--- config.mk ---
export PLATFORM = sky130hd
export DESIGN_NAME = lsu_ctrl_flat
export DESIGN_NICKNAME = d
export VERILOG_FILES = /design/src/rtl/lsu_ctrl_if.sv /design/src/rtl/lsu_ctrl.sv /design/src/flat_wrapper.sv
export SDC_FILE = /design/constraint.sdc
export NUM_CORES = 1
export LEC_CHECK = 0
export ABC_AREA = 1
export CAP_MARGIN = 15
export CORE_AREA = 2 2 108 110
export DETAILED_ROUTE_END_ITERATION = 8
export DIE_AREA = 0 0 110 112
export DONT_BUFFER_PORTS = 1
export PLACE_DENSITY = 0.82
export SKIP_LAST_GASP = 1
export SYNTH_ARGS = -nofsm -noshare
export SYNTH_HDL_FRONTEND = slang
export SYNTH_SLANG_ARGS = --single-unit
--- constraint.sdc ---
create_clock -name clk -period 2.1 [get_ports clk]
set_input_delay 0.21 -clock clk [delete_from_list [all_inputs] [get_ports clk]]
set_output_delay 0.21 -clock clk [all_outputs]
set_load 0.05 [all_outputs]
--- src/rtl/lsu_ctrl_if.sv ---
// CPU request/response and data-memory bus for the load/store unit.
// slave = the LSU side, master = the CPU / memory environment side.
interface lsu_ctrl_if;
  logic        req_valid;
  logic        req_ready;
  logic        req_write;
  logic [1:0]  req_size;
  logic        req_unsigned;
  logic [31:0] req_addr;
  logic [31:0] req_wdata;

  logic        resp_valid;
  logic [31:0] resp_rdata;
  logic        resp_err;

  logic [31:0] mem_addr;
  logic [31:0] mem_wdata;
  logic        mem_write;
  logic        mem_read;
  logic [31:0] mem_rdata;

  modport slave (
    input  req_valid, req_write, req_size, req_unsigned, req_addr, req_wdata, mem_rdata,
    output req_ready, resp_valid, resp_rdata, resp_err, mem_addr, mem_wdata, mem_write, mem_read
  );

  modport master (
    output req_valid, req_write, req_size, req_unsigned, req_addr, req_wdata, mem_rdata,
    input  req_ready, resp_valid, resp_rdata, resp_err, mem_addr, mem_wdata, mem_write, mem_read
  );
endinterface

--- src/rtl/lsu_ctrl.sv ---
// Big-endian load/store unit: sub-word loads with extension, sub-word stores via read-modify-write.
// Define LSU_MISALIGN_TRAP_EN to reject misaligned accesses; otherwise low address bits are forced aligned.
module lsu_ctrl #(
  parameter int unsigned MEM_WORDS = 256
) (
  input logic       clk,
  input logic       reset,
  lsu_ctrl_if.slave bus
);
  localparam logic [31:0] MEM_WORDS_W = 32'(MEM_WORDS);
  localparam logic [1:0]  SZ_BYTE     = 2'b00;
  localparam logic [1:0]  SZ_HALF     = 2'b01;
  localparam logic [1:0]  SZ_WORD     = 2'b10;
  localparam logic [1:0]  SZ_RSVD     = 2'b11;

  typedef enum logic [2:0] {IDLE, RD, RMW_RD, WR, RESP} state_t;

  state_t      state;
  logic [1:0]  size_q;
  logic [1:0]  off_q;
  logic        uns_q;
  logic [15:0] wdata_q;

  logic        misaligned;
  logic        req_err;
  logic [1:0]  req_off;
  logic [7:0]  rd_byte;
  logic [15:0] rd_half;
  logic [31:0] load_data;
  logic [31:0] merge_data;

  // Request decode: error classification and the aligned lane offset.
  always_comb begin
    misaligned = 1'b0;
`ifdef LSU_MISALIGN_TRAP_EN
    misaligned = ((bus.req_size == SZ_HALF) && bus.req_addr[0]) ||
                 ((bus.req_size == SZ_WORD) && (bus.req_addr[1:0] != 2'b00));
`endif
    req_err = (bus.req_size == SZ_RSVD) ||
              ({2'b00, bus.req_addr[31:2]} >= MEM_WORDS_W) ||
              misaligned;
    case (bus.req_size)
      SZ_BYTE: req_off = bus.req_addr[1:0];
      SZ_HALF: req_off = {bus.req_addr[1], 1'b0};
      default: req_off = 2'b00;
    endcase
  end

  // Lane select on the live read word; offset 0 is the most significant lane.
  always_comb begin
    case (off_q)
      2'b00:   rd_byte = bus.mem_rdata[31:24];
      2'b01:   rd_byte = bus.mem_rdata[23:16];
      2'b10:   rd_byte = bus.mem_rdata[15:8];
      default: rd_byte = bus.mem_rdata[7:0];
    endcase
    rd_half = off_q[1] ? bus.mem_rdata[15:0] : bus.mem_rdata[31:16];

    case (size_q)
      SZ_BYTE: load_data = uns_q ? {24'h0, rd_byte} : {{24{rd_byte[7]}}, rd_byte};
      SZ_HALF: load_data = uns_q ? {16'h0, rd_half} : {{16{rd_half[15]}}, rd_half};
      default: load_data = bus.mem_rdata;
    endcase

    merge_data = bus.mem_rdata;
    if (size_q == SZ_BYTE) begin
      case (off_q)
        2'b00:   merge_data[31:24] = wdata_q[7:0];
        2'b01:   merge_data[23:16] = wdata_q[7:0];
        2'b10:   merge_data[15:8]  = wdata_q[7:0];
        default: merge_data[7:0]   = wdata_q[7:0];
      endcase
    end else if (off_q[1]) begin
      merge_data[15:0] = wdata_q;
    end else begin
      merge_data[31:16] = wdata_q;
    end
  end

  // Control FSM; every bus output is a register updated on state transitions.
  always_ff @(posedge clk) begin
    if (reset) begin
      state          <= IDLE;
      size_q         <= SZ_BYTE;
      off_q          <= 2'b00;
      uns_q          <= 1'b0;
      wdata_q        <= 16'h0;
      bus.req_ready  <= 1'b1;
      bus.resp_valid <= 1'b0;
      bus.resp_err   <= 1'b0;
      bus.resp_rdata <= 32'h0;
      bus.mem_addr   <= 32'h0;
      bus.mem_wdata  <= 32'h0;
      bus.mem_write  <= 1'b0;
      bus.mem_read   <= 1'b0;
    end else begin
      case (state)
        IDLE: begin
          if (bus.req_valid) begin
            size_q        <= bus.req_size;
            off_q         <= req_off;
            uns_q         <= bus.req_unsigned;
            wdata_q       <= bus.req_wdata[15:0];
            bus.req_ready <= 1'b0;
            if (req_err) begin
              state          <= RESP;
              bus.resp_valid <= 1'b1;
              bus.resp_err   <= 1'b1;
              bus.resp_rdata <= 32'h0;
            end else begin
              bus.mem_addr <= {bus.req_addr[31:2], 2'b00};
              if (!bus.req_write) begin
                state        <= RD;
                bus.mem_read <= 1'b1;
              end else if (bus.req_size == SZ_WORD) begin
                state         <= WR;
                bus.mem_write <= 1'b1;
                bus.mem_wdata <= bus.req_wdata;
              end else begin
                state        <= RMW_RD;
                bus.mem_read <= 1'b1;
              end
            end
          end
        end
        RD: begin
          state          <= RESP;
          bus.mem_read   <= 1'b0;
          bus.resp_valid <= 1'b1;
          bus.resp_rdata <= load_data;
        end
        RMW_RD: begin
          state         <= WR;
          bus.mem_read  <= 1'b0;
          bus.mem_write <= 1'b1;
          bus.mem_wdata <= merge_data;
        end
        WR: begin
          state          <= RESP;
          bus.mem_write  <= 1'b0;
          bus.resp_valid <= 1'b1;
          bus.resp_rdata <= 32'h0;
        end
        RESP: begin
          state          <= IDLE;
          bus.req_ready  <= 1'b1;
          bus.resp_valid <= 1'b0;
          bus.resp_err   <= 1'b0;
          bus.resp_rdata <= 32'h0;
        end
        default: begin
          state          <= IDLE;
          bus.req_ready  <= 1'b1;
          bus.resp_valid <= 1'b0;
          bus.resp_err   <= 1'b0;
          bus.mem_write  <= 1'b0;
          bus.mem_read   <= 1'b0;
        end
      endcase
    end
  end
endmodule

--- src/flat_wrapper.sv ---
// flat-port wrapper written by rule: the top's interface ports become plain ports
module lsu_ctrl_flat 
#(
  parameter int unsigned MEM_WORDS = 256
)
  (clk, reset, bus_req_valid, bus_req_write, bus_req_size, bus_req_unsigned, bus_req_addr, bus_req_wdata, bus_mem_rdata, bus_req_ready, bus_resp_valid, bus_resp_rdata, bus_resp_err, bus_mem_addr, bus_mem_wdata, bus_mem_write, bus_mem_read);
  lsu_ctrl_if bus_i ();
  input logic clk;
  input logic reset;
  input wire logic [$bits(bus_i.req_valid)-1:0] bus_req_valid;
  input wire logic [$bits(bus_i.req_write)-1:0] bus_req_write;
  input wire logic [$bits(bus_i.req_size)-1:0] bus_req_size;
  input wire logic [$bits(bus_i.req_unsigned)-1:0] bus_req_unsigned;
  input wire logic [$bits(bus_i.req_addr)-1:0] bus_req_addr;
  input wire logic [$bits(bus_i.req_wdata)-1:0] bus_req_wdata;
  input wire logic [$bits(bus_i.mem_rdata)-1:0] bus_mem_rdata;
  output wire logic [$bits(bus_i.req_ready)-1:0] bus_req_ready;
  output wire logic [$bits(bus_i.resp_valid)-1:0] bus_resp_valid;
  output wire logic [$bits(bus_i.resp_rdata)-1:0] bus_resp_rdata;
  output wire logic [$bits(bus_i.resp_err)-1:0] bus_resp_err;
  output wire logic [$bits(bus_i.mem_addr)-1:0] bus_mem_addr;
  output wire logic [$bits(bus_i.mem_wdata)-1:0] bus_mem_wdata;
  output wire logic [$bits(bus_i.mem_write)-1:0] bus_mem_write;
  output wire logic [$bits(bus_i.mem_read)-1:0] bus_mem_read;
  assign bus_i.req_valid = bus_req_valid;
  assign bus_i.req_write = bus_req_write;
  assign bus_i.req_size = bus_req_size;
  assign bus_i.req_unsigned = bus_req_unsigned;
  assign bus_i.req_addr = bus_req_addr;
  assign bus_i.req_wdata = bus_req_wdata;
  assign bus_i.mem_rdata = bus_mem_rdata;
  assign bus_req_ready = bus_i.req_ready;
  assign bus_resp_valid = bus_i.resp_valid;
  assign bus_resp_rdata = bus_i.resp_rdata;
  assign bus_resp_err = bus_i.resp_err;
  assign bus_mem_addr = bus_i.mem_addr;
  assign bus_mem_wdata = bus_i.mem_wdata;
  assign bus_mem_write = bus_i.mem_write;
  assign bus_mem_read = bus_i.mem_read;
  lsu_ctrl #(.MEM_WORDS(MEM_WORDS)) u_core (.clk(clk), .reset(reset), .bus(bus_i));
endmodule
Yosys cells after proc, flatten, opt, wreduce, memory -nomap -nowiden
Cells that the tools add are included.
{"block": "op_classes", "n_addsub": 0, "muxes": 42, "n_reduce_logical": 21, "n_mul": 0, "shift": 0, "div_mod_pow": 0, "magnitude_cmp": 1, "n_eq_ne": 16, "bitwise": 5}
{"cell": "$mux 32", "count": 9}
{"cell": "$pmux 32 s2", "count": 2}
{"cell": "$pmux 32 s3", "count": 1}
{"cell": "$mux 16", "count": 3}
{"cell": "$mux 8", "count": 4}
{"cell": "$ge 30x9->1 const B", "count": 1}
{"cell": "$pmux 8 s3", "count": 1}
{"cell": "$mux 1", "count": 12}
{"cell": "$reduce_and 3->1", "count": 4}
{"cell": "$reduce_and 5->1", "count": 2}
{"cell": "$mux 3", "count": 3}
{"cell": "$pmux 3 s3", "count": 1}
{"cell": "$eq 2x1->1 const B", "count": 3}
{"cell": "$eq 2x2->1 const B", "count": 3}
{"cell": "$eq 3x2->1 const B", "count": 2}
{"cell": "$logic_not 2->1", "count": 3}
{"cell": "$ne 2x2->1 const B", "count": 3}
{"cell": "$pmux 1 s2", "count": 3}
{"cell": "$pmux 1 s3", "count": 2}
{"cell": "$reduce_or 2->1", "count": 3}
{"cell": "$reduce_or 3->1", "count": 2}
{"cell": "$not 1->1", "count": 5}
{"cell": "$ne 2x1->1 const B", "count": 2}
{"cell": "$pmux 2 s2", "count": 1}
{"cell": "other kinds (9)", "count": 10}
{"block": "totals", "wordCells": 98, "romBits": 0, "inputBits": 103, "latch_bits": 0, "ram_bits": 0, "reg_bits": 123, "output_inout_bits": 101, "memories": 0}

Longest topological paths before layout
Gate-level depths: netlist (run 1).
{"block": "logic_depth", "ltp_word": 6, "depth_mapped": 11, "mapped_depth_nobuf": 9}

Least setup slack after synthesis (run 1)
No wires, ideal clock.
{"block": "synth_timing", "path_type": "register to register", "start": "register u_core.off_q[1]", "end": "register u_core.bus.resp_rdata[22]", "slack_ps": 649, "path_stages_with_launch": 11, "t_arrival_ps": 1318, "required_time_ps": 1968, "cell_sequence": "dfxtp_1 > buf_4 > inv_4 > nand2_2 > o21ai_0 > nand2_1 > nand3_4 > nand3_4 > buf_6 > nand2_1 > a21oi_1"}
{"block": "synth_between", "elab_chain_len": 5, "elab_cells_between_ends": 9}
{"element": "from (decl)", "line_no": "lsu_ctrl.sv:20", "rtl": "logic [1:0] off_q;"}
{"element": "from (signal assigned)", "line_no": "lsu_ctrl.sv:101", "rtl": "off_q <= req_off;"}
{"element": "$eq 2x2->1, or another cell as far along", "line_no": "lsu_ctrl.sv:51", "rtl": "case (off_q)"}
{"element": "$pmux 8 s3", "line_no": "lsu_ctrl.sv:51"}
{"element": "$mux 32", "line_no": "lsu_ctrl.sv:60", "rtl": "SZ_BYTE: load_data = uns_q ? {24'h0, rd_byte} : {{24{rd_byte[7]}}, rd_byte};"}
{"element": "$pmux 32 s2 (*)", "line_no": "lsu_ctrl.sv:59", "rtl": "case (size_q)"}
{"element": "$pmux 32 s3 (*)", "line_no": "lsu_ctrl.sv:97", "rtl": "case (state)"}
{"element": "to (signal assigned)", "line_no": "lsu_ctrl.sv:130", "rtl": "bus.resp_rdata <= load_data;"}
{"element": "to (decl)", "line_no": "lsu_ctrl_if.sv:24", "rtl": "output req_ready, resp_valid, resp_rdata, resp_err, mem_addr, mem_wdata, mem_write, mem_read"}
Mark *: on every way between the ends. The rest lies on a longest branch, timed or not.
A chain may end at the register's enable or synchronous reset.

Final worst setup path (run 1)
{"block": "layout_timing", "start": "register u_core.off_q[0]", "end": "register u_core.bus.mem_wdata[30]"}
{"block": "layout_between", "elab_chain_len": 4}
{"element": "$logic_not 2->1", "line_no": "lsu_ctrl.sv:67", "rtl": "case (off_q)"}
{"element": "$mux 8", "line_no": "lsu_ctrl.sv:67"}
{"element": "$mux 32", "line_no": "lsu_ctrl.sv:66", "rtl": "if (size_q == SZ_BYTE) begin"}
{"element": "$pmux 32 s2", "line_no": "lsu_ctrl.sv:97"}
{"element": "to (signal assigned)", "line_no": "lsu_ctrl.sv:118", "rtl": "bus.mem_wdata <= bus.req_wdata;"}
{"element": "to (signal assigned)", "line_no": "lsu_ctrl.sv:136", "rtl": "bus.mem_wdata <= merge_data;"}
{"element": "to (decl)", "line_no": "lsu_ctrl_if.sv:24"}
Every way passes these cells.

==> flow_summary.yaml, run 1 <==
setup_path:
  endpoint_kind: "flip-flop"
  worstPathArrival_ns: 2.10
  cp_slowest_cell: "nor2_1"
  startpoint: "u_core.off_q[0]$_SDFFE_PP0P_"
  startpoint_type: "flip-flop"
  crit_path_cell_trace: "nor2_1 -> inv_1 -> nor2_1 -> o21ai_1 -> nand2_1 -> nand4_1 -> nand2_1 -> nor2_1"
  path_max_fanout: 11
  r2r_cells: 8
  crit_buf_inv: 1
  critical-path-top-delay-family: "simple AND/OR/NAND/NOR gates"
  regToRegSetupSlack_ns: 0.32
  r2r_end: "u_core.bus.mem_wdata[30]$_SDFFE_PP0P_"
  slowest_delay_ns: 0.52
  critPathCapture: "u_core.bus.mem_wdata[30]$_SDFFE_PP0P_"
  crit_type: "reg -> reg"
  cp.depth: 8
  r2r_start: "u_core.off_q[0]$_SDFFE_PP0P_"
  required_ns: 2.42
  worst_path_most_repeated_cell: "nor2_1"
run_status:
  run_status: "complete, no violations"
detailed_routing:
  drc_errors: 0
  vias: 6943
  m1WireLength_mm: 8.13
  drt_wl_total_mm: 20.4
  wire_per_inst_um: 16.8
  dr_wl_met2_mm: 9.07
  highest_layer: "met4"
  ant_nets: 0
  drtIter0Drc: 809
  dr_wl_met3_mm: 2.59
  vias_per_cell: 5.73
  dr.pass1.iters: 6
clock_network:
  cts_setup_buffers: 0
  cts_tree: "yes"
  cts-buffers-inserted: 17
  cts-htree-levels: 4
  clock_latency_ns: 0.43
  clk_pin_slew_ns: 0.06
  cts_sinks: 123
  clk_path_buf_depth: 2
  cts_root_buf: "clkbuf_16"
yosys:
  avgSynthCellArea_um2: 6.44
  ys_seq_elements: 123
  yosysWarnings: 0
  synth_cell_types: 38
  syn-cell-area_um2: 6810
  ys_seq_area_share_pct: 36.2
  synth_cells: 1058
power:
  p_leak_nw: 3.42
  p_int_mw: 4.24
  power.density_nw_per_um2: 799
  p_sw_share_pct: 30.8
  ir_drop_mv: 0.754
  pwr-share-comb_pct: 13.3
  p_sw_mw: 1.89
  seqPwrFrac_pct: 41.8
  pwr-share-clk_pct: 44.8
die:
  io-pin-count: 204
  die-area_um2: 12300
  start_util_pct: 60.9
  core_area_um2: 11200
  die_w_um: 110
  num_rows: 39
  die_y_um: 112
placed_design:
  hpwlAfterDp_mm: 13.9
  port-buffer-count: 0
  dp_slack_ns: 0.402
  gp_congestion: 0.951
timing:
  whs_ns: 0.000690
  fin_crit_ns: 1.78
  slew_violations: 0
  slew_headroom_pct: 58.9
  fmax_mhz: 562
  setup_tns_ns: 0
  layout_setup_ws_ns: 0.321
  worstMarginPinSlew_ns: 0.614
  hold_violations: 0
  fin_crit_sh_pct: 84.7
  finalSetupViolations: 0
  clock_skew_ns: 0.0104
  rsz0062_at_grt: "false"
global_routing:
  grt_pass1_vias: 6389
  grt_max_degree: 62
  grt_overflow_total: 0
  grt_pass1_wl_mm: 32.2
  grt_use_total_pct: 33.4
  antenna_found_initial: 1
layout:
  final_cell_mix: "284 x nand2_1, 122 x dfxtp_1, 112 x inv_1"
  nFillCells: 966
  synthToLayoutAreaGrowth_pct: 12.8
  drive_gt1_share_pct: 7.87
  layout_commonest_cell: "nand2_1"
  nets: 1157
  fin_util_pct: 68.7
worst_hold_path:
  hp-class: "in -> reg"
  min-delay-start: "bus_req_wdata[2]"
job:
  cap_violations: 0
## Yosys cell counts
library cell / count / area, µm²
nand2_1: 284 / 1070
dfxtp_1: 123 / 2460
inv_1: 112 / 420
nor2_1: 112 / 420
a21oi_1: 106 / 531
o21ai_0: 60 / 300
nand3_1: 43 / 215
clkbuf_1: 28 / 105
nand4_1: 26 / 163
o211ai_1: 23 / 173
buf_2: 22 / 110
nor3b_1: 22 / 165
or2_1: 16 / 100
o21ai_1: 14 / 70.1
buf_4: 8 / 60.1
nand2_2: 8 / 50.1
buf_1: 7 / 26.3
o22ai_1: 6 / 37.5
or2_2: 6 / 37.5
buf_6: 4 / 45.0
a211oi_1: 2 / 15.0
a22oi_1: 2 / 15.0
inv_2: 2 / 7.51
inv_4: 2 / 12.5
nand3_2: 2 / 20.0
nand3_4: 2 / 35.0
nand4_4: 2 / 42.5
nor2_2: 2 / 12.5
nor2_4: 2 / 22.5
nor3_1: 2 / 10.0
a21oi_2: 1 / 8.76
a31oi_1: 1 / 6.26
clkbuf_2: 1 / 5.00
conb_1: 1 / 3.75
nand2_4: 1 / 11.3
o21ai_2: 1 / 8.76
o221ai_1: 1 / 8.76
or2_0: 1 / 6.26
## state kept, by name, summed over array words and instances (netlist names)
signal and cells:
u_core.bus.mem_write 1, u_core.size_q 2, u_core.off_q 2, u_core.bus.mem_read 1, u_core.uns_q 1, u_core.bus.req_ready 1, u_core.bus.resp_valid 1, u_core.bus.mem_wdata 32
u_core.state 3, u_core.bus.mem_addr 30, u_core.bus.resp_err 1, u_core.wdata_q 16, u_core.bus.resp_rdata 32
## metal layers
layer / track usage [%] / up-vias
li1: - / 3403
met1: 45.1 / 3093
met2: 49.2 / 396
met3: 11.1 / 51
met4: 12.8 / 0
met5: 0 / -
## cell families (layout without fill, tap and decap cells)
| kind of cell | Yosys count | count (layout) | synth area share, % |
|---|---|---|---|
| AO/OA/AOI/OAI | 217 | 217 | 17.2 |
| other | 1 | 3 | 0.0551 |
| AND/OR/NAND/NOR | 531 | 531 | 34.9 |
| flip-flops | 123 | 123 | 36.2 |
| buffers and inverters | 186 | 194 | 11.6 |
## power groups by stage
stage / registers (mW) / logic (mW) / clock network [mW]
finish: 2.57 / 0.819 / 2.75
global route: 2.58 / 0.904 / 2.85
CTS: 2.57 / 0.800 / 2.76
detailed placement: 2.62 / 0.732 / 0
global placement: 2.62 / 0.726 / 0
floorplan: 2.59 / 0.610 / 0
## cell type report
type                            count  area, µm²  share of cell area (%)
Multi-Input combinational cell    750       3560                    46.4
Sequential cell                   123       2460                    32.1
Timing Repair Buffer               46        480                    6.26
Clock buffer                       19        443                    5.77
Inverter                          116        440                    5.73
Tap cell                          143        179                    2.33
Clock inverter                     13        111                    1.45
Antenna cell                        1       2.50                  0.0326
## per-stage QoR
step	std cells	total power, mW	cell area (µm²)
finish	1211	6.14	7680
global route	1211	6.33	7680
CTS	1210	6.12	7680
detailed placement	1151	3.35	6840
global placement	1151	3.34	6840
floorplan	1059	3.20	6810
## repair_timing
action,4_1_cts,5_1_grt
resized for setup,0,0
hold buffers,27,0
endpoints found under the hold margin,85,0
## worst min path at each step
stage	end	slack [ns]	cells past startpoint
floorplan	u_core.state[0]$_SDFFE_PP0N_	0.31	1
global placement	u_core.bus.mem_write$_SDFFE_PP0P_	0.29	1
detailed placement	u_core.bus.resp_rdata[14]$_SDFFE_PP0P_	0.29	1
CTS	u_core.wdata_q[2]$_SDFFE_PP0P_	0.0006	2
global route	u_core.wdata_q[2]$_SDFFE_PP0P_	0.02	2
finish	u_core.wdata_q[2]$_SDFFE_PP0P_	0.0007	2
No activity file was read; power rests on OpenSTA's default activity.
==> run 2: changes to the inputs <==
Clock period 2.1 ns to 1.85 ns, I/O delays scaled along.
==> run 2 against run 1 <==
Effect of this change: core utilization increased by 1.5 points; critical path depth is the same; flip-flop and latch count unchanged; global-route usage rose by 1.1 points; sequential share of layout area fell by 0.68 points; register-to-register slack worse by 0.28 ns; cell area increased by 2.2%; routed wire length up 2.8%; hold slack gained 0.0042 ns; non-clock buffer count is 7 higher; critical path type unchanged; highest routed layer unchanged.
==> flow_summary.yaml, run 2 (synthesized netlist as in run 1, its figures left out) <==
layout:
  multi_input_area_um2: 3570
  synthToLayoutAreaGrowth_pct: 15.2
  drive_gt1_share_pct: 8.38
  nets: 1164
  diodes: 0
  seq_area_um2: 2460
  fin_util_pct: 70.2
  reg_top3: "u_core.bus.mem_wdata: 32 flops, u_core.bus.resp_rdata: 32 flops, u_core.bus.mem_addr: 30 flops"
  layout_commonest_cell: "nand2_1"
  design_area_um2: 7850
  final_cell_mix: "284 x nand2_1, 122 x dfxtp_1, 112 x inv_1"
  final_cells: 1217
  nFillCells: 942
placed_design:
  dpl_cell_area_um2: 6930
  dp_slack_ns: 0.146
  hpwlAfterDp_mm: 14.2
  dpl.cell_count: 1155
  port-buffer-count: 0
  gp_congestion: 0.978
worst_hold_path:
  min-delay-start: "bus_req_wdata[25]"
  hp-class: "in -> reg"
die:
  die_y_um: 112
  io-pin-count: 204
  die-area_um2: 12300
  die_w_um: 110
  num_rows: 39
  core_area_um2: 11200
  start_util_pct: 60.9
detailed_routing:
  dr.pass1.iters: 6
  drc_errors: 0
  wire_per_inst_um: 17.2
  vias: 7087
  drt_wl_total_mm: 21.0
  ant_nets: 0
  vias_per_cell: 5.82
  drtIter0Drc: 971
setup_path:
  critical-path-top-delay-family: "simple AND/OR/NAND/NOR gates"
  slowest_delay_ns: 0.46
  crit_buf_inv: 1
  r2r_start: "u_core.off_q[0]$_SDFFE_PP0P_"
  endpoint_kind: "flip-flop"
  worstPathArrival_ns: 2.17
  startpoint_type: "flip-flop"
  crit_type: "reg -> reg"
  required_ns: 2.21
  path_max_fanout: 11
  startpoint: "u_core.off_q[0]$_SDFFE_PP0P_"
  cp_slowest_cell: "dfxtp_1"
  crit_path_cell_trace: "inv_1 -> nand2_1 -> nand2_1 -> o21ai_0 -> a21oi_1 -> o21ai_0 -> nor2_1 -> nor2_1"
power:
  ir_drop_mv: 0.718
  p_leak_nw: 3.48
  finalPower_mw: 7.23
  power.density_nw_per_um2: 921
run_status:
  run_status: "complete, no violations"
global_routing:
  antenna_found_initial: 0
  grt_overflow_total: 0
  grt_max_degree: 62
  grt_use_total_pct: 34.5
  grt_pass1_vias: 6392
  grt_pass1_wl_mm: 33.0
timing:
  whs_ns: 0.00487
  fmax_mhz: 554
  clock_skew_ns: 0.00672
  finalSetupViolations: 0
  layout_setup_ws_ns: 0.0448
  fin_crit_ns: 1.81
  hold_violations: 0
  rsz0062_at_grt: "false"
  setup_tns_ns: 0
  slew_headroom_pct: 62.6
  fin_crit_sh_pct: 97.6
  slew_violations: 0
  worstMarginPinSlew_ns: 0.560
clock_network:
  cts-buffers-inserted: 17
  cts_tree: "yes"
  clk_path_buf_depth: 2
  clock_latency_ns: 0.43
  clk_pin_slew_ns: 0.06
  cts_sinks: 123
  cts_root_buf: "clkbuf_16"
  cts-htree-levels: 4
job:
  cap_violations: 0
==> run 2: changes by cell type in the layout (fill, tap and decap cells not counted), moves of 2 or more <==
| cell | before | now |
|---|---|---|
| buf_12 | 4 | 9 |
| bufinv_16 | 0 | 2 |
| clkinv_4 | 6 | 4 |
| dlygate4sd3_1 | 26 | 29 |
| inv_6 | 4 | 6 |
| nor2_1 | 111 | 109 |
| nor2_2 | 3 | 5 |
==> run 2: power breakdown <==
part           internal (mW)  total, mW  switching, mW
clock                   2.01       3.34           1.33
sequential              2.72       2.91          0.189
combinational          0.338      0.973          0.635
total                   5.07       7.23           2.16
==> run 2: path summary, 6_finish.rpt <==
check	slack, ns	cells after the start	end
max	0.04	8	u_core.bus.mem_wdata[11]$_SDFFE_PP0P_
min	0.005	4	u_core.bus.mem_wdata[25]$_SDFFE_PP0P_
max reg2reg	0.04	8	u_core.bus.mem_wdata[11]$_SDFFE_PP0P_
min reg2reg	0.47	2	u_core.bus.mem_write$_SDFFE_PP0P_
==> run 2: final cells by class <==
cell class / instances / area share (%)
Inverter: 116 / 5.61
Multi-Input combinational cell: 750 / 45.5
Sequential cell: 123 / 31.4
Clock buffer: 18 / 5.47
Clock inverter: 14 / 2.04
Tap cell: 143 / 2.28
Timing Repair Buffer: 53 / 7.69
==> run 2: routing by layer <==
| layer | GRT usage (%) | share of wire (%) |
|---|---|---|
| met1 | 46.1 | 40 |
| met2 | 49.6 | 44 |
| met3 | 11.9 | 13 |
| met4 | 16.2 | 3.0 |
| met5 | 0 | 0 |
==> run 2: tightest hold or removal path, delay by kind of cell <==
kind,cells,cell delay [ns]
and+or+nand+nor,4,0.20
==> run 2: repair_timing <==
item | in CTS | in global routing
hold buffers | 30 | 0
hold endpoints to repair | 90 | 0
gates resized for setup | 0 | 3
buffers inserted | 0 | 0
setup endpoints to repair | 0 | 21
==> run 3: changes to the inputs <==
Settings changed: CORE_AREA 2 2 108 110 to 10 10 131 133, DIE_AREA 0 0 110 112 to 0 0 141 143, DONT_BUFFER_PORTS 1 to default, PLACE_DENSITY 0.82 to 0.85, SLEW_MARGIN from default to 10.
==> run 3 against run 2 <==
Effect of this change: via count is 8.5% higher; critical endpoint is now bus_mem_read; first-iteration DRC count decreased by 32%; cell area rose by 23%; power up 2.4%; hold slack better by 0.14 ns; clock skew up 0.0027 ns; sequential power fell by 4%; non-clock buffer count increased by 186; register-to-register slack improved by 0.11 ns.
==> flow_summary.yaml, run 3 (synthesized netlist as in run 1, its figures left out) <==
job:
  cap_violations: 0
placed_design:
  port-buffer-count: 201
  dpl_cell_area_um2: 9080
  hpwlAfterDp_mm: 18.3
  gp_congestion: 0.962
setup_path:
  startpoint: "u_core.bus.mem_read$_SDFFE_PP0P_"
  cp_slowest_cell: "clkdlybuf4s50_1"
  r2r_end: "u_core.bus.resp_rdata[19]$_SDFFE_PP0P_"
  crit_buf_inv: 1
  r2r_cells: 7
  slowest_delay_ns: 0.85
  regToRegSetupSlack_ns: 0.15
  critPathCapture: "bus_mem_read"
  required_ns: 1.66
  crit_path_cell_trace: "clkdlybuf4s50_1"
  r2r_start: "u_core.off_q[1]$_SDFFE_PP0P_"
  path_max_fanout: 2
  endpoint_kind: "output port"
  cp.depth: 1
  worstPathArrival_ns: 1.63
  critical-path-top-delay-family: "buffers and inverters"
  crit_type: "reg -> out"
  startpoint_type: "flip-flop"
clock_network:
  hold_buffers: 0
  cts_tree: "yes"
  cts_sinks: 123
  clk_path_buf_depth: 2
  clk_pin_slew_ns: 0.07
  cts-htree-levels: 4
  cts_setup_buffers: 0
  cts_root_buf: "clkbuf_16"
  clock_latency_ns: 0.43
  cts-buffers-inserted: 17
  ctsResizeCount: 0
layout:
  layout_commonest_cell: "nand2_1"
  drive_gt1_share_pct: 8.41
  nFillCells: 1230
  nets: 1350
  design_area_um2: 9670
  final_cell_mix: "283 x nand2_1, 197 x clkdlybuf4s50_1, 122 x dfxtp_1"
  reg_top3: "u_core.bus.mem_wdata: 32 flops, u_core.bus.resp_rdata: 32 flops, u_core.bus.mem_addr: 30 flops"
  diodes: 0
  synthToLayoutAreaGrowth_pct: 42.1
detailed_routing:
  vias: 7688
  dr.pass1.iters: 6
  ant_nets: 0
  drtIter0Drc: 659
  vias_per_cell: 5.32
  wire_per_inst_um: 17.1
  drc_errors: 0
  drt_wl_total_mm: 24.7
die:
  die-area_um2: 20200
  start_util_pct: 47.2
  core_area_um2: 14400
  io-pin-count: 204
  num_rows: 44
  die_w_um: 141
  die_y_um: 143
power:
  finalPower_mw: 7.40
  p_sw_mw: 2.35
  power.density_nw_per_um2: 765
  pwr-share-clk_pct: 44.1
  p_sw_share_pct: 31.8
  seqPwrFrac_pct: 37.6
  p_int_mw: 5.05
  pwr-share-comb_pct: 18.3
  ir_drop_mv: 0.547
  p_leak_nw: 4.19
global_routing:
  grt_use_total_pct: 23.9
  antenna_found_initial: 1
  grt_pass1_vias: 7232
  grt_pass1_wl_mm: 39.0
  grt_overflow_total: 0
  grt_max_degree: 61
worst_hold_path:
  hp-class: "in -> reg"
  min-delay-start: "reset"
timing:
  clock_skew_ns: 0.00946
  slew_headroom_pct: 62.3
  fmax_mhz: 552
  slew_violations: 0
  finalSetupViolations: 0
  worstMarginPinSlew_ns: 0.563
  fin_crit_ns: 1.81
  rsz0062_at_grt: "false"
  hold_violations: 0
  fin_crit_sh_pct: 98.0
run_status:
  run_status: "complete, no violations"
-- run 3: cell type report --
| cell class | instances | area, µm² | area share, % |
|---|---|---|---|
| sequential | 123 | 2470 | 25.5 |
| clock buffer | 17 | 425 | 4.40 |
| multi-input combinational | 750 | 3570 | 36.9 |
| timing repair buffer | 239 | 2390 | 24.8 |
| inverter | 116 | 440 | 4.55 |
| tap | 184 | 230 | 2.38 |
| clock inverter | 15 | 148 | 1.53 |
-- run 3: stage by stage --
step / worst slack (ns) / util (%) / std cells / TNS [ns] / hold slack (ns)
6_report: 0.0372 / 67.1 / 1444 / 0 / 0.146
5_1_grt: 0.00869 / 67.1 / 1444 / 0 / 0.166
4_1_cts: 0.0225 / 67.0 / 1444 / 0 / 0.141
3_5_place_dp: -0.0350 / 63.0 / 1412 / -0.218 / 0.456
3_3_place_gp: 0.00571 / 63.0 / 1412 / 0 / 0.448
2_1_floorplan: 0.399 / - / 1059 / 0 / 0.283
-- run 3: power groups by stage --
stage | clock network [mW] | logic [mW] | registers [mW]
finish | 3.26 | 1.35 | 2.79
global route | 3.41 | 1.48 | 2.80
CTS | 3.28 | 1.33 | 2.79
detailed placement | 0 | 1.32 | 2.84
global placement | 0 | 1.31 | 2.84
floorplan | 0 | 0.692 | 2.94
-- run 3: worst min path at each step --
stage	end	slack, ns	depth (start not counted)
after global placement	u_core.bus.req_ready$_SDFFE_PP1P_	0.45	2
after floorplan	u_core.state[0]$_SDFFE_PP0N_	0.28	1
after detailed placement	u_core.bus.resp_rdata[27]$_SDFFE_PP0P_	0.46	2
after global routing	u_core.off_q[1]$_SDFFE_PP0P_	0.17	3
after CTS	u_core.off_q[1]$_SDFFE_PP0P_	0.14	3
final	u_core.off_q[1]$_SDFFE_PP0P_	0.15	3
-- run 3: per-layer routing --
layer  track usage [%]  up-vias  routed length, µm
li1                  -     3794                  -
met1              29.2     3467               9980
met2              38.3      384              11600
met3              8.79       41               2620
met4              7.28        2                504
met5                 0        -                 13
